[src/rtl/cnt_pkg.sv]
`default_nettype none
// ============================================================================
//  Module      : cnt_pkg
//  Description : Shared constants, startup state encoding and width helper
//                for the C16M timebase / housekeeping block.
//  Revision    : 1.0  initial release
// ============================================================================
package cnt_pkg;

    // Default parameter values used by cnt_timebase and its channels
    localparam int TIMER_MAX_DEF  = 224;  // period = 225 clocks = 14.36 us at C16M
    localparam int URG_AT_DEF     = 128;
    localparam int QOS_AT_DEF     = 192;
    localparam int REF_DEPTH_DEF  = 3;
    localparam int NCH_DEF        = 2;
    localparam int BERR_TICKS_DEF = 2;
    localparam int RES_TICKS_DEF  = 12;

    // Startup sequencer states
    localparam logic [1:0] ST_WAIT = 2'd0;  // waiting for Mac reset release
    localparam logic [1:0] ST_HOLD = 2'd1;  // holding nRESout low
    localparam logic [1:0] ST_RUN  = 2'd2;  // normal operation

    // Number of bits needed to hold values 0..maxval (never less than 1)
    function automatic int cnt_w(input int maxval);
        int w;
        w = $clog2(maxval + 1);
        if (w < 1) begin
            w = 1;
        end
        return w;
    endfunction

endpackage
`default_nettype wire

[src/rtl/cnt_berr_ch.sv]
`default_nettype none
// ============================================================================
//  Module      : cnt_berr_ch
//  Description : One bus-error watchdog channel. Synchronises the bus-active
//                strobe, counts timer terminal counts while it stays high and
//                flags a timeout once BERR_TICKS of them have elapsed.
//  Revision    : 1.0  initial release
// ============================================================================
module cnt_berr_ch
    import cnt_pkg::*;
#(
    parameter int BERR_TICKS = BERR_TICKS_DEF
) (
    input  logic clk,
    input  logic rst,
    input  logic tc,
    input  logic bact,
    output logic timeout
);

    localparam int            CW    = cnt_w(BERR_TICKS);
    localparam logic [CW-1:0] TICKS = CW'(BERR_TICKS);

    logic          bact_s1;
    logic          act;
    logic [CW-1:0] ticks;

    // Two-flop synchroniser for the asynchronous bus-active input
    always_ff @(posedge clk or posedge rst) begin
        if (rst) begin
            bact_s1 <= 1'b0;
            act     <= 1'b0;
        end else begin
            bact_s1 <= bact;
            act     <= bact_s1;
        end
    end

    // Count terminal counts of continuous activity; timeout rises with the
    // count reaching BERR_TICKS and everything clears as soon as activity ends
    always_ff @(posedge clk or posedge rst) begin
        if (rst) begin
            ticks   <= '0;
            timeout <= 1'b0;
        end else if (!act) begin
            ticks   <= '0;
            timeout <= 1'b0;
        end else if (tc && (ticks != TICKS)) begin
            ticks <= ticks + CW'(1);
            if ((ticks + CW'(1)) == TICKS) begin
                timeout <= 1'b1;
            end
        end
    end

endmodule
`default_nettype wire

[src/rtl/cnt_timebase.sv]
`default_nettype none
// ============================================================================
//  Module      : cnt_timebase
//  Description : C16M timebase for the accelerator CPLD. Free-running refresh
//                timer with credit-counted refresh handshake, per-channel
//                bus-error watchdogs, sound QoS window and a startup / warm
//                reset sequencer that latches the switch and button setup.
//  Revision    : 1.0  initial release
// ============================================================================
module cnt_timebase
    import cnt_pkg::*;
#(
    parameter int TIMER_MAX  = TIMER_MAX_DEF,
    parameter int URG_AT     = URG_AT_DEF,
    parameter int QOS_AT     = QOS_AT_DEF,
    parameter int REF_DEPTH  = REF_DEPTH_DEF,
    parameter int NCH        = NCH_DEF,
    parameter int BERR_TICKS = BERR_TICKS_DEF,
    parameter int RES_TICKS  = RES_TICKS_DEF
) (
    input  logic           C16M,
    input  logic           RES,
    input  logic [NCH-1:0] BACT,
    input  logic           RefAck,
    input  logic           nRESin,
    input  logic           nIPL2,
    input  logic [3:1]     SW,
    output logic           RefReq,
    output logic           RefUrgent,
    output logic           RefOvf,
    output logic [NCH-1:0] BERRTimeout,
    output logic           QoSGate,
    output logic           nRESout,
    output logic           nBR_IOB,
    output logic           FastROMEN
);

    localparam int            TW   = cnt_w(TIMER_MAX);
    localparam logic [TW-1:0] TMAX = TW'(TIMER_MAX);
    localparam int            CW   = cnt_w(REF_DEPTH);
    localparam logic [CW-1:0] CMAX = CW'(REF_DEPTH);
    localparam int            HW   = cnt_w(RES_TICKS);
    localparam logic [HW-1:0] HEND = HW'(RES_TICKS - 1);

    // ------------------------------------------------------------------
    // Refresh timer and credits
    // ------------------------------------------------------------------
    logic [TW-1:0] timer;
    logic [TW-1:0] timer_nxt;
    logic          tc;
    logic [CW-1:0] credits;
    logic [CW-1:0] credits_nxt;
    logic          ovf_set;

    assign tc = (timer == TMAX);

    // Next timer value and next credit count; a TC and an RefAck arriving
    // together cancel, an RefAck with nothing pending is ignored
    always_comb begin
        timer_nxt   = tc ? '0 : (timer + TW'(1));
        credits_nxt = credits;
        ovf_set     = 1'b0;
        if (tc && !RefAck) begin
            if (credits == CMAX) begin
                ovf_set = 1'b1;
            end else begin
                credits_nxt = credits + CW'(1);
            end
        end else if (!tc && RefAck && (credits != '0)) begin
            credits_nxt = credits - CW'(1);
        end
    end

    // Timer, credit store and the refresh outputs derived from next state,
    // so RefReq/RefUrgent track the credit count without an extra cycle
    always_ff @(posedge C16M or posedge RES) begin
        if (RES) begin
            timer     <= '0;
            credits   <= '0;
            RefReq    <= 1'b0;
            RefUrgent <= 1'b0;
            RefOvf    <= 1'b0;
        end else begin
            timer     <= timer_nxt;
            credits   <= credits_nxt;
            RefReq    <= (credits_nxt != '0);
            RefUrgent <= (int'(credits_nxt) >= 2) ||
                         ((int'(credits_nxt) == 1) && (int'(timer_nxt) >= URG_AT));
            if (ovf_set) begin
                RefOvf <= 1'b1;
            end
        end
    end

    // Sound QoS window, one clock behind the timer compare
    always_ff @(posedge C16M or posedge RES) begin
        if (RES) begin
            QoSGate <= 1'b0;
        end else begin
            QoSGate <= (int'(timer) >= QOS_AT);
        end
    end

    // ------------------------------------------------------------------
    // Bus-error watchdog channels
    // ------------------------------------------------------------------
    genvar gi;
    generate
        for (gi = 0; gi < NCH; gi++) begin : g_berr
            cnt_berr_ch #(
                .BERR_TICKS (BERR_TICKS)
            ) u_ch (
                .clk     (C16M),
                .rst     (RES),
                .tc      (tc),
                .bact    (BACT[gi]),
                .timeout (BERRTimeout[gi])
            );
        end
    endgenerate

    // ------------------------------------------------------------------
    // Startup / warm-reset sequencer
    // ------------------------------------------------------------------
    logic          nres_s1;
    logic          nres_s;
    logic          nipl_s1;
    logic          nipl_s;
    logic [2:1]    sw_s1;
    logic [2:1]    sw_s;
    logic          sw3_unused;
    logic [1:0]    state;
    logic [HW-1:0] hold;
    logic          dis;
    logic          btn;

    // SW[3] has no function in this block
    assign sw3_unused = SW[3];

    // Reset and button synchronisers idle released (high); switches idle low
    always_ff @(posedge C16M or posedge RES) begin
        if (RES) begin
            nres_s1 <= 1'b1;
            nres_s  <= 1'b1;
            nipl_s1 <= 1'b1;
            nipl_s  <= 1'b1;
            sw_s1   <= '0;
            sw_s    <= '0;
        end else begin
            nres_s1 <= nRESin;
            nres_s  <= nres_s1;
            nipl_s1 <= nIPL2;
            nipl_s  <= nipl_s1;
            sw_s1   <= SW[2:1];
            sw_s    <= sw_s1;
        end
    end

    assign dis = sw_s[1];
    assign btn = !nipl_s;

    // Sequencer: latch configuration on reset release, hold the accelerator
    // in reset for RES_TICKS terminal counts, re-enter WAIT on a Mac reset
    always_ff @(posedge C16M or posedge RES) begin
        if (RES) begin
            state     <= ST_WAIT;
            hold      <= '0;
            nRESout   <= 1'b1;
            nBR_IOB   <= 1'b1;
            FastROMEN <= 1'b0;
        end else begin
            case (state)
                ST_WAIT: begin
                    if (nres_s) begin
                        if (dis && !btn) begin
                            nBR_IOB   <= 1'b1;
                            FastROMEN <= 1'b0;
                        end else begin
                            nBR_IOB   <= 1'b0;
                            FastROMEN <= (!sw_s[2]) ^ btn;
                        end
                        nRESout <= 1'b0;
                        hold    <= '0;
                        state   <= ST_HOLD;
                    end else begin
                        nRESout <= 1'b1;
                        nBR_IOB <= 1'b1;
                    end
                end
                ST_HOLD: begin
                    if (!nres_s) begin
                        nRESout <= 1'b1;
                        nBR_IOB <= 1'b1;
                        state   <= ST_WAIT;
                    end else if (tc) begin
                        hold <= hold + HW'(1);
                        if (hold == HEND) begin
                            nRESout <= 1'b1;
                            state   <= ST_RUN;
                        end
                    end
                end
                ST_RUN: begin
                    if (!nres_s) begin
                        nRESout <= 1'b1;
                        nBR_IOB <= 1'b1;
                        state   <= ST_WAIT;
                    end
                end
                default: begin
                    nRESout <= 1'b1;
                    nBR_IOB <= 1'b1;
                    state   <= ST_WAIT;
                end
            endcase
        end
    end

endmodule
`default_nettype wire

[config.mk]
export PLATFORM = sky130hd
export DESIGN_NAME = cnt_timebase
export DESIGN_NICKNAME = d
export VERILOG_FILES = /design/src/rtl/cnt_pkg.sv /design/src/rtl/cnt_berr_ch.sv /design/src/rtl/cnt_timebase.sv
export SDC_FILE = /design/constraint.sdc
export NUM_CORES = 1
export LEC_CHECK = 0
export CAP_MARGIN = 10
export CORE_AREA = 5 5 63 65
export DETAILED_ROUTE_END_ITERATION = 10
export DIE_AREA = 0 0 68 70
export HOLD_SLACK_MARGIN = 0.15
export PLACE_DENSITY_LB_ADDON = 0.15
export SLEW_MARGIN = 20
export SYNTH_ARGS = -nofsm -noshare
export SYNTH_HDL_FRONTEND = slang
export SYNTH_SLANG_ARGS = --single-unit
export TNS_END_PERCENT = 20
[constraint.sdc]
create_clock -name C16M -period 5.3 [get_ports C16M]
set_input_delay 0.795 -clock C16M [delete_from_list [all_inputs] [get_ports C16M]]
set_output_delay 0.795 -clock C16M [all_outputs]
set_load 0.01 [all_outputs]
# After elaboration in Yosys (flattened, before gate mapping)
# Index checks and enable logic that the tools add are counted.
[totals]
regBits = 41
latch_bits = 0
ramBits = 0
mem_bits_ro = 0
input_bits = 10
elab_cells = 115
memories = 0
[op_classes]
add_sub_neg = 6
multipliers = 0
n_div = 0
n_lt_le_gt_ge = 3
n_eq_ne = 21
shifts = 0
mux = 36
bitwise = 1
reduce_logical = 23
[ops]
columns = ["cell", "n"]
rows = [
  ["2-bit two-way mux", 12],
  ["2-bit != test (second input constant)", 10],
  ["8-bit greater-or-equal comparator (second input constant)", 2],
  ["1-bit two-way mux", 16],
  ["4-bit two-way mux", 3],
  ["2-bit equality test (second input constant)", 5],
  ["8-bit by 1-bit adder with 8-bit output (second input constant)", 1],
  ["8-bit equality test (second input constant)", 1],
  ["8-bit two-way mux", 1],
  ["4-bit case mux with 2 select lines", 1],
  ["4-bit AND reduction", 2],
  ["1-bit logical AND", 7],
  ["2-bit by 1-bit adder with 2-bit output (second input constant)", 3],
  ["2-bit case mux with 3 select lines", 1],
  ["2-bit AND reduction", 3],
  ["2-bit nonzero test", 3],
  ["4-bit by 1-bit adder with 4-bit output (second input constant)", 1],
  ["4-bit equality test (second input constant)", 1],
  ["1-bit zero test", 4],
  ["3-bit by 2-bit != test with 1-bit output (second input constant)", 1],
  ["3-bit != test (second input constant)", 1],
  ["1-bit case mux with 3 select lines", 1],
  ["3-bit AND reduction", 1],
  ["2-bit by 1-bit equality test with 1-bit output (second input constant)", 1],
  ["8 further kinds", 8],
]

# Logic depth before layout (Yosys ltp)
[depth]
depth_word = 9
depth_mapped = 8
ltp_nobuf = 7

# By module
# A second synthesis with hierarchy kept.
[hier_totals]
cells_unflattened = 166
area_unflattened_um2 = 1925.6
[by_module_without_submodules]
columns = ["module", "n_inst", "cells_per_inst", "area_per_inst_um2", "seq_area_each_um2"]
rows = [
  ["cnt_timebase", 1, 130, 1470.2, 783.3],
  ["cnt_berr_ch", 2, 18, 227.7, 125.1],
]

# Worst setup path before layout
# No wires, ideal clock.
[synth_timing]
path_kind = "register -> register"
from = "register timer[0]"
to = "register hold[3]"
t_arrival_ps = 1600
required_ps = 5179
slack_ps = 3579
path_stages_with_launch = 9
period_less_slack_ps = 1721
cell_sequence = "dfrtp_1 -> inv_1 -> ha_1 -> nand4b_2 -> or3_1 -> buf_6 -> o21ai_1 -> o31ai_1 -> a22o_1"
[synth_via]
elab_chain_len = 3
[synth_rtl]
columns = ["item", "line", "text"]
rows = [
  ["start, declared", "cnt_timebase.sv:48", "logic [TW-1:0] timer;"],
  ["start signal, assigned", "cnt_timebase.sv:84", "timer <= timer_nxt;"],
  ["8-bit equality test", "cnt_timebase.sv:55", "assign tc = (timer == TMAX);"],
  ["2-bit by 1-bit != test with 1-bit output (no source line)", "n/a", ""],
  ["4-bit AND reduction (no source line)", "n/a", ""],
  ["end signal, assigned", "cnt_timebase.sv:196", "hold <= hold + HW'(1);"],
  ["end, declared", "cnt_timebase.sv:133", "logic [HW-1:0] hold;"],
]
# No other way between the ends.
# A chain may end at the register's enable or synchronous reset.

# Worst setup path in the final report
[layout_timing]
from = "register timer[1]"
to = "register RefUrgent"
[layout_via]
elab_chain_len = 9
[layout_rtl]
columns = ["item", "line", "text"]
rows = [
  ["branches (longest 8 deep; another with 8-bit by 1-bit adder with 8-bit output)", "n/a", ""],
  ["1-bit logical OR (*)", "cnt_timebase.sv:87", "RefUrgent <= (int'(credits_nxt) >= 2) ||"],
  ["end signal, assigned", "cnt_timebase.sv:87", ""],
  ["end, declared", "cnt_timebase.sv:29", "output logic RefUrgent,"],
]
# Every way passes the cells marked *.

==> flow_summary.ini <==
[power]
p_sw_w = 0.000217
peakVddDrop_mv = 0.171
power_density_mw_per_mm2 = 350
p_seq_frac = 0.480
p_int_w = 0.000547
clock_power_share = 0.273
p_comb_frac = 0.246
switching_share = 0.284
leakage_nw = 1.02

[sta]
period_share = 0.425
skew_ps = 10.2
fmax_mhz = 444
drv_slew = 0
finalSetupViolations = 0
grt_setup_unrepaired = false
slew_headroom = 0.499
tns_ps = 0
hold_viol_final = 0
min_period_ps = 2250
tightest_slew_ps = 748

[floorplan]
dieArea_sq_mm = 0.00476
start_util = 0.577
io_pins = 19
die-width_microns = 68
core_area_sq_mm = 0.00328
die_y_microns = 70
rows = 21

[grt]
grt_pass1_vias = 1352
grt.overflow.total = 0
grt_pass1_wl_mm = 5.89
antenna_found_initial = 0
grt.total_usage = 0.163
grt_max_degree = 42

[cells_and_area]
drive_gt1_frac = 0.0990
diodes = 0
fin_nets = 214
areaGrowthSynthToFinish_pct = 15.0
final_util = 0.664
fillers = 259
fin_area_sq_mm = 0.00218

[placement]
dp_hpwl_mm = 2.45
gp_congestion = 0.847
dpl_cell_area_sq_mm = 0.00210
io_buffer_count = 17

[routing]
drt-pass1-iter-count = 4
vias = 1288
wl_mm = 3.27
drt_iter0_markers = 85
final_antenna_net_count = 0
vias_per_cell = 5.41
drc = 0
wl_per_cell_microns = 13.7

[worst_setup_path]
startpoint_type = flop
critPathCaptureType = flop
critPathKind = flop to flop
cp_num_buf_inv = 1
ff2ff_path_depth = 7
critPathSlowestCell = nor3_2
required_ps = 5520
crit_arrival_ps = 2470
crit_family = simple AND/OR/NAND/NOR gates
path_max_fanout = 12
rrSetupSlack_ps = 3050
reg2reg_to = RefUrgent
cpPeakStageDelay_ps = 640
r2r-start = timer[1]
worstPathCellList = inv_1 > ha_1 > nand4b_2 > nor3_2 > a22oi_1 > o211ai_1 > o21ai_1

[clock_tree]
cts_tree = done
insertion_delay_ps = 340
h-tree-depth = 2
clk_pin_slew_worst_paths_ps = 110
cts-hold-fix-buffers = 0
cts_setup_buffers = 0
cts_resized = 0
cts_sinks = 41
cts_inserted_buffers = 5
clk_path_buf_depth = 2
cts-root-buf = clkbuf_4

[hold_path]
worstHoldStart = nres_s1
holdPathEnd = nres_s
hp-class = flop to flop
min_path_cells = 0

[logic_synthesis]
synth_top_family_by_area = simple AND/OR/NAND/NOR gates
synth_cell_types = 39
netlist.area_leader.share = 0.462
yosysWarnings = 0
synthesis.area_sq_mm = 0.00190
synth-simple-area-share = 0.162
ys_seq_area_frac = 0.545
yosys.area.top_type = dfrtp_1
ys_async_sr_fraction = 1.00
avgSynthCellArea_sq_um = 11.1
synth_fa_ha_area_frac = 0.0858
synth_edf_count = 0
synth.area.mux_share = 0.0158
synth_compound_area_frac = 0.113
synth_cells = 171
synth_xor_area_frac = 0.0277
yosysMostFrequentCell = dfrtp_1
synth_area_leaders = dfrtp_1 46%, ha_1 8.6%, dfstp_2 8.3%
synth_fp_nets = 194
ys_ff_latch = 41
ys.flop_type = dfrtp_1
synth_commonest_cells = 35 x dfrtp_1, 16 x inv_1, 15 x nand2_1

[run_status]
status = finished, final reports clean

[job]
max_cap_violations = 0
==> cell usage in the layout, fill, tap and decap left out, types with 3 or more instances in the layout <==
master	synthesis	routed
dfrtp_1	35	35
nand2_1	15	15
a21oi_1	11	11
clkbuf_4	0	5
nand3_1	3	3
nand2b_1	3	3
and2_1	4	4
xnor2_1	6	6
inv_1	16	16
nor2b_1	3	3
a22o_1	3	3
dfstp_2	6	6
clkdlybuf4s50_1	0	17
ha_1	13	13
nor2_1	6	6
o21ai_0	10	10
mux2i_1	3	3
==> flip-flops by register name (all words and copies together) (netlist names) <==
name                 flops
sw_s1                    2
credits                  2
sw_s                     2
FastROMEN                1
RefOvf                   1
nBR_IOB                  1
hold                     4
timer                    8
nres_s                   1
nipl_s                   1
nRESout                  1
nipl_s1                  1
g_berr.u_ch.timeout      2
nres_s1                  1
QoSGate                  1
g_berr.u_ch.bact_s1      2
RefUrgent                1
state                    2
g_berr.u_ch.ticks        4
RefReq                   1
g_berr.u_ch.act          2
==> power groups by stage <==
stage / sequential (W) / combinational [W] / clock [W]
final: 0.000367 / 0.000188 / 0.000209
after global routing: 0.000371 / 0.000212 / 0.000229
after CTS: 0.000368 / 0.000190 / 0.000215
after detailed placement: 0.000374 / 0.000189 / 0
after global placement: 0.000371 / 0.000175 / 0
after floorplan: 0.000378 / 0.000110 / 0
==> worst max-delay path by stage <==
stage	startpoint	to	slack (ps)	cells past startpoint
global placement	timer[0]	state[0]	3150	7
global route	timer[1]	state[0]	2850	7
floorplan	RES	FastROMEN	3570	1
detailed placement	timer[0]	RefUrgent	3060	7
CTS	timer[1]	RefUrgent	3040	7
finish	timer[1]	RefUrgent	3050	7
==> final cells by class <==
cell class	instances	area (sq um)	area share
sequential	41	1030	0.474
clock buffer	7	55.1	0.0252
clock inverter	1	30.0	0.0138
tap	46	57.6	0.0264
inverter	16	60.1	0.0275
multi-input combinational	109	767	0.352
timing repair buffer	18	178	0.0815
==> metrics by stage <==
stage | instances | setup WS [ps] | power [W] | hold slack, ps
2_1_floorplan | 171 | 3570 | 0.000489 | 331
3_3_place_gp | 230 | 3150 | 0.000546 | 331
3_5_place_dp | 230 | 3060 | 0.000563 | 346
4_1_cts | 238 | 3040 | 0.000773 | 364
5_1_grt | 238 | 2850 | 0.000812 | 370
6_report | 238 | 3050 | 0.000764 | 362
==> layer usage <==
layer,up-vias,part of all wire,track usage
met5,-,0,0
met4,0,0.022,0.0817
met3,8,0.038,0.0609
met2,18,0.53,0.269
met1,646,0.41,0.179
li1,616,-,-
==> logic make-up after synthesis <==
kind of cell    Yosys count
fa+ha+maj                13
compound gates           35
buf+inv                  21
mux                       3
flops                    41
xor+xnor                  6
simple gates             52
(Power assumes the default switching activity.)
==> patch 1, RTL diff (config.mk and constraints unchanged) <==
`BERR_TICKS_DEF`: 2 -> 1.
--- a/src/rtl/cnt_pkg.sv
+++ b/src/rtl/cnt_pkg.sv
@@ -13,7 +13,7 @@
     localparam int QOS_AT_DEF     = 192;
     localparam int REF_DEPTH_DEF  = 3;
     localparam int NCH_DEF        = 2;
-    localparam int BERR_TICKS_DEF = 2;
+    localparam int BERR_TICKS_DEF = 1;
     localparam int RES_TICKS_DEF  = 12;
 
     // Startup sequencer states
Function: no difference found for any inputs over 10 cycles, from zero or initial values; that may be too few to reach the edited logic, so the function may still have changed.
==> patch 1 against the original RTL <==
- sequential power is 4% lower
- area after synthesis is 9.2% lower
- first-iteration DRC count is 19% higher
- maximum frequency is 1.6% higher
- design area is 8.3% lower
- setup slack better by 0.036 ns
- power is 3.2% lower
- sequential share of layout area is 1.8 points higher
- via count is 15% lower
- die area stayed put
- sequential cell count is 2 lower
- clock skew is 0.0028 ns higher
- wire length is 16% lower
==> patch 1: results (changes against the original RTL) <==
status=completed; diodes inserted=0 (unchanged); initial antenna violation count=0 (unchanged); placed instance area=0.001914 mm^2 (-8.7%); Synth Area in Adders=6.545% (-2.0 points); CTS Buf Count=5 (unchanged); worst r2r path cells=7 (unchanged); Critical Path Start=nRESout$_DFFE_PP1P_; Synth Area per Inst=11.55 um^2 (+4.2%); Worst Hold Class=register to register; initial drt markers=101 (+19%); 1st-pass router iterations=4 (unchanged); drt total wl=2.738 mm (-16%); commonest cells in the netlist=33 x dfrtp_1, 13 x inv_1, 12 x nand2_1, 12 x nor2_1, 9 x ha_1; routability cong.=0.8103 (-4.3%); crit-path max cell delay=0.55 ns (-0.09 ns); crit path to=nRESout; Filler cells=284 (+9.7%); GRT Util Overall=13.68% (-2.6 points); post_cts resized=0 (unchanged); Seq/Total Area, Yosys=57.16% (+2.6 points); first-pass GRT wire length=4.823 mm (-18%); HPWL after DPL=1.974 mm (-19%); layout cells sized above 1=14.71% (+4.8 points); largest cells by area after synthesis=dfrtp_1 48%, dfstp_2 9.2%, ha_1 6.5%; maximum VDD drop=193.2 uV (+13%); mean routed wirelength per cell=12.68 um (-7.8%); Pleak=0.9429 nW (-7.5%); Setup Skew=0.01298 ns (+0.002776 ns); Worst-Skew Late Latency=0.34 ns (about the same); worst r2r src=timer[0]$_DFF_PP0_; nets=188 (-12%); post-synth net total=168 (-13%); Buffers on Ports=17 (unchanged); CP Max Fanout=2 (-10); Via density=5.069 (-6.3%); slowest cell on the critical path=dfstp_2; multiplexer share of the synthesized area=2.473% (+0.89 points); final core utilization=60.91% (-5.5 points); cell family contributing the most delay on the critical path=flip-flops; worst relative slew slack=68.17% (+18 points); R2R setup slack=3.26 ns (+0.21 ns); Synth Area in Compound Gates=12.80% (+1.5 points); pin count of the biggest net entering global routing=40 (-4.8%); Critical Path AT=1.42 ns (-1.05 ns); post-synthesis xor/xnor area fraction=2.036% (-0.74 points); Post-CTS Setup Repair Bufs=0 (unchanged); maximum clock path buffer count=2 (unchanged); CTS root buffer=clkbuf_4; Top Registers=timer (8), hold (4); Yosys cell types=38 (-2.6%); asr flop ratio synth=100.0% (unchanged); placed cell count=208 (-9.6%); vias in the first global route=1,105 (-18%); Final Worst Setup Slack=3.085 ns (+0.03629 ns)
patch 1: changes by cell type after synthesis, sizes merged, moves of 3 or more:
cell / before / now
ha: 13 / 9
nand2b: 3 / 0
a21oi: 11 / 6
o21a: 0 / 4
nor2: 8 / 12
inv: 16 / 13
o21ai: 12 / 5
patch 1: area by class of cell:
| class | count | share of cell area (%) |
|---|---|---|
| clock inverter | 2 | 1.751 |
| sequential | 39 | 49.16 |
| inverter | 13 | 2.439 |
| timing repair buffer | 18 | 8.881 |
| tap | 46 | 2.877 |
| clock buffer | 6 | 2.564 |
| multi-input combinational | 92 | 32.33 |
patch 1: worst min-delay path by stage:
stage	start	to	slack, ns	cells past startpoint
final	nres_s1$_DFF_PP1_	nres_s$_DFF_PP1_	0.36	0
after global routing	nipl_s1$_DFF_PP1_	nipl_s$_DFF_PP1_	0.37	0
after CTS	nres_s1$_DFF_PP1_	nres_s$_DFF_PP1_	0.36	0
after detailed placement	sw_s1[2]$_DFF_PP0_	sw_s[2]$_DFF_PP0_	0.33	0
after global placement	sw_s1[2]$_DFF_PP0_	sw_s[2]$_DFF_PP0_	0.33	0
after floorplan	g_berr[0].u_ch.bact_s1$_DFF_PP0_	g_berr[0].u_ch.act$_DFF_PP0_	0.33	0
patch 1: routing by layer:
metal / part of all wire (%) / track usage [%]
met3: 3.5 / 5.288
met2: 51 / 21.41
met5: 0 / 0
met4: 2.1 / 6.402
met1: 43 / 16.17
patch 1: power by group:
group          switching, mW  internal (mW)  total [mW]
logic                 0.0944         0.0858       0.180
registers             0.0181          0.335       0.353
clock network         0.0952          0.112       0.207
==> patch 2, RTL diff (same flow settings) <==
Made on the original files. Register the output `RefOvf` once more, without a reset; this adds one clock of latency there. The other outputs are not delayed to match.
--- a/src/rtl/cnt_timebase.sv
+++ b/src/rtl/cnt_timebase.sv
@@ -42,6 +42,8 @@
     localparam int            HW   = cnt_w(RES_TICKS);
     localparam logic [HW-1:0] HEND = HW'(RES_TICKS - 1);
 
+    logic RefOvf_s0;
+
     // ------------------------------------------------------------------
     // Refresh timer and credits
     // ------------------------------------------------------------------
@@ -79,7 +81,7 @@
             credits   <= '0;
             RefReq    <= 1'b0;
             RefUrgent <= 1'b0;
-            RefOvf    <= 1'b0;
+            RefOvf_s0 <= 1'b0;
         end else begin
             timer     <= timer_nxt;
             credits   <= credits_nxt;
@@ -87,7 +89,7 @@
             RefUrgent <= (int'(credits_nxt) >= 2) ||
                          ((int'(credits_nxt) == 1) && (int'(timer_nxt) >= URG_AT));
             if (ovf_set) begin
-                RefOvf <= 1'b1;
+                RefOvf_s0 <= 1'b1;
             end
         end
     end
@@ -216,6 +218,10 @@
         end
     end
 
+    always_ff @(posedge C16M) begin
+        RefOvf <= RefOvf_s0;
+    end
+
 endmodule
 `default_nettype wire
 
Check against the original RTL: no difference found for any inputs over 10 cycles, from zero or initial values; that may be too few to reach the edited logic, so the function may still have changed.
==> patch 2 against the original RTL <==
- setup slack got worse by 0.098 ns
- wire length down 5.4%
- sequential share of layout area up 1.4 points
- sequential cell count grew 1
- power is 0.91% higher
- area after synthesis up 0.26%
- synthesized cell count is 2.3% lower
- design area fell by 0.92%
- via count fell by 3.8%
- non-clock buffer count unchanged
- largest cell class unchanged
- highest routed layer unchanged
==> patch 2: results (changes against the original RTL) <==
status=completed; Worst-Skew Late Latency=0.37 ns (+0.03 ns); slowest cell on the critical path=or4b_1; Clock Pin Slew Worst Setup and Hold Paths=0.14 ns (+0.03 ns); mean routed wirelength per cell=13.23 um (-3.7%); GRT Util Overall=15.27% (-1.0 points); Non-clock buffer share=8.222% (+0.075 points); met2 usage in global routing=25.48% (-1.4 points); clk cell area share=3.069% (-0.83 points); maximum VDD drop=209.2 uV (+22%); M1 WL=1.236 mm (-7.8%); count of non-CTS inverters in the layout=15 (-1); HPWL after DPL=2.277 mm (-6.9%); Yosys warnings=0 (unchanged); first-pass GRT wire length=5.589 mm (-5.1%); Min-Delay Endpoint=nipl_s$_DFF_PP1_; Seq/Total Area, Yosys=55.43% (+0.91 points); crit path to=state[0]$_DFFE_PP0P_; internal cell power=520.2 uW (-4.8%); fraction of area in multi-input gates=34.68% (-0.48 points); Pleak=1.025 nW (+0.58%); CTS HTree Levels=2 (unchanged); Filler cells=272 (+5.0%); Setup Skew=0.01004 ns (-0.0001627 ns); layout cells sized above 1=11.70% (+1.8 points); initial antenna violation count=0 (unchanged); nets=210 (-1.9%); initial drt markers=80 (-5.9%); Post-CTS Setup Repair Bufs=0 (unchanged); power in the clock group=175 uW (-16%); Synth Area in Adders=8.558% (-0.023 points); routability cong.=0.7671 (-9.4%); Synth Register Bits=42 (+2.4%); asr flop ratio synth=97.62% (-2.4 points); Worst Hold Class=register to register; Reg power frac=50.2% (+2.2 points); multiplexer share of the synthesized area=1.646% (+0.062 points); Met3 Routed Length=146 um (+17%); largest cells by area after synthesis=dfrtp_1 46%, ha_1 8.6%, dfstp_2 8.3%; Yosys cell types=44 (+13%); R2R setup slack=2.95 ns (-0.10 ns); worst relative slew slack=66.77% (+17 points); Via Count=1,239 (-3.8%); Synth Area in Compound Gates=10.99% (-0.29 points); met1 Track Usage GR=17.48% (-0.41 points); Critical Path Start=timer[0]$_DFF_PP0_; commonest cells in the netlist=35 x dfrtp_1, 20 x nand2_1, 15 x inv_1; Critical Path AT=2.61 ns (+0.14 ns); post-synth net total=190 (-2.1%); M3 GR Usage=5.128% (-0.96 points); CP Max Fanout=7 (-5); metal2 WL=1.656 mm (-4.4%); post-synthesis xor/xnor area fraction=3.687% (+0.91 points); vias in the first global route=1,333 (-1.4%); Seq/total area=48.76% (+1.4 points); Hold Crit Start=nipl_s1$_DFF_PP1_; #MultiIn Comb=105 (-3.7%)
-- patch 2: cell types whose count changed in the layout (fill, tap and decap cells not counted), moves of 2 or more --
cell	delta
a21oi_1	-7
and2_2	+2
and4b_1	-2
nand2_1	+5
nand2b_1	-2
nand3b_1	-2
o21ai_0	-4
o22ai_1	+2
-- patch 2: metrics by stage --
step	total power, mW	worst slack [ns]	std cells	instance area, um^2	hold WS [ns]
after floorplan	0.5306	3.291	167	1901	0.3312
final	0.7710	2.950	234	2161	0.3659
after global placement	0.5893	3.039	226	2095	0.3329
after global routing	0.8242	2.708	234	2161	0.3748
after CTS	0.7829	2.919	234	2161	0.3680
after detailed placement	0.6049	2.962	226	2095	0.3402
-- patch 2: logic make-up after synthesis --
group | count (synthesis)
AND/OR/NAND/NOR | 51
flip-flops | 42
AO/OA/AOI/OAI | 30
buffers and inverters | 20
adder cells (fa/ha/maj) | 13
XOR/XNOR | 8
multiplexers | 3
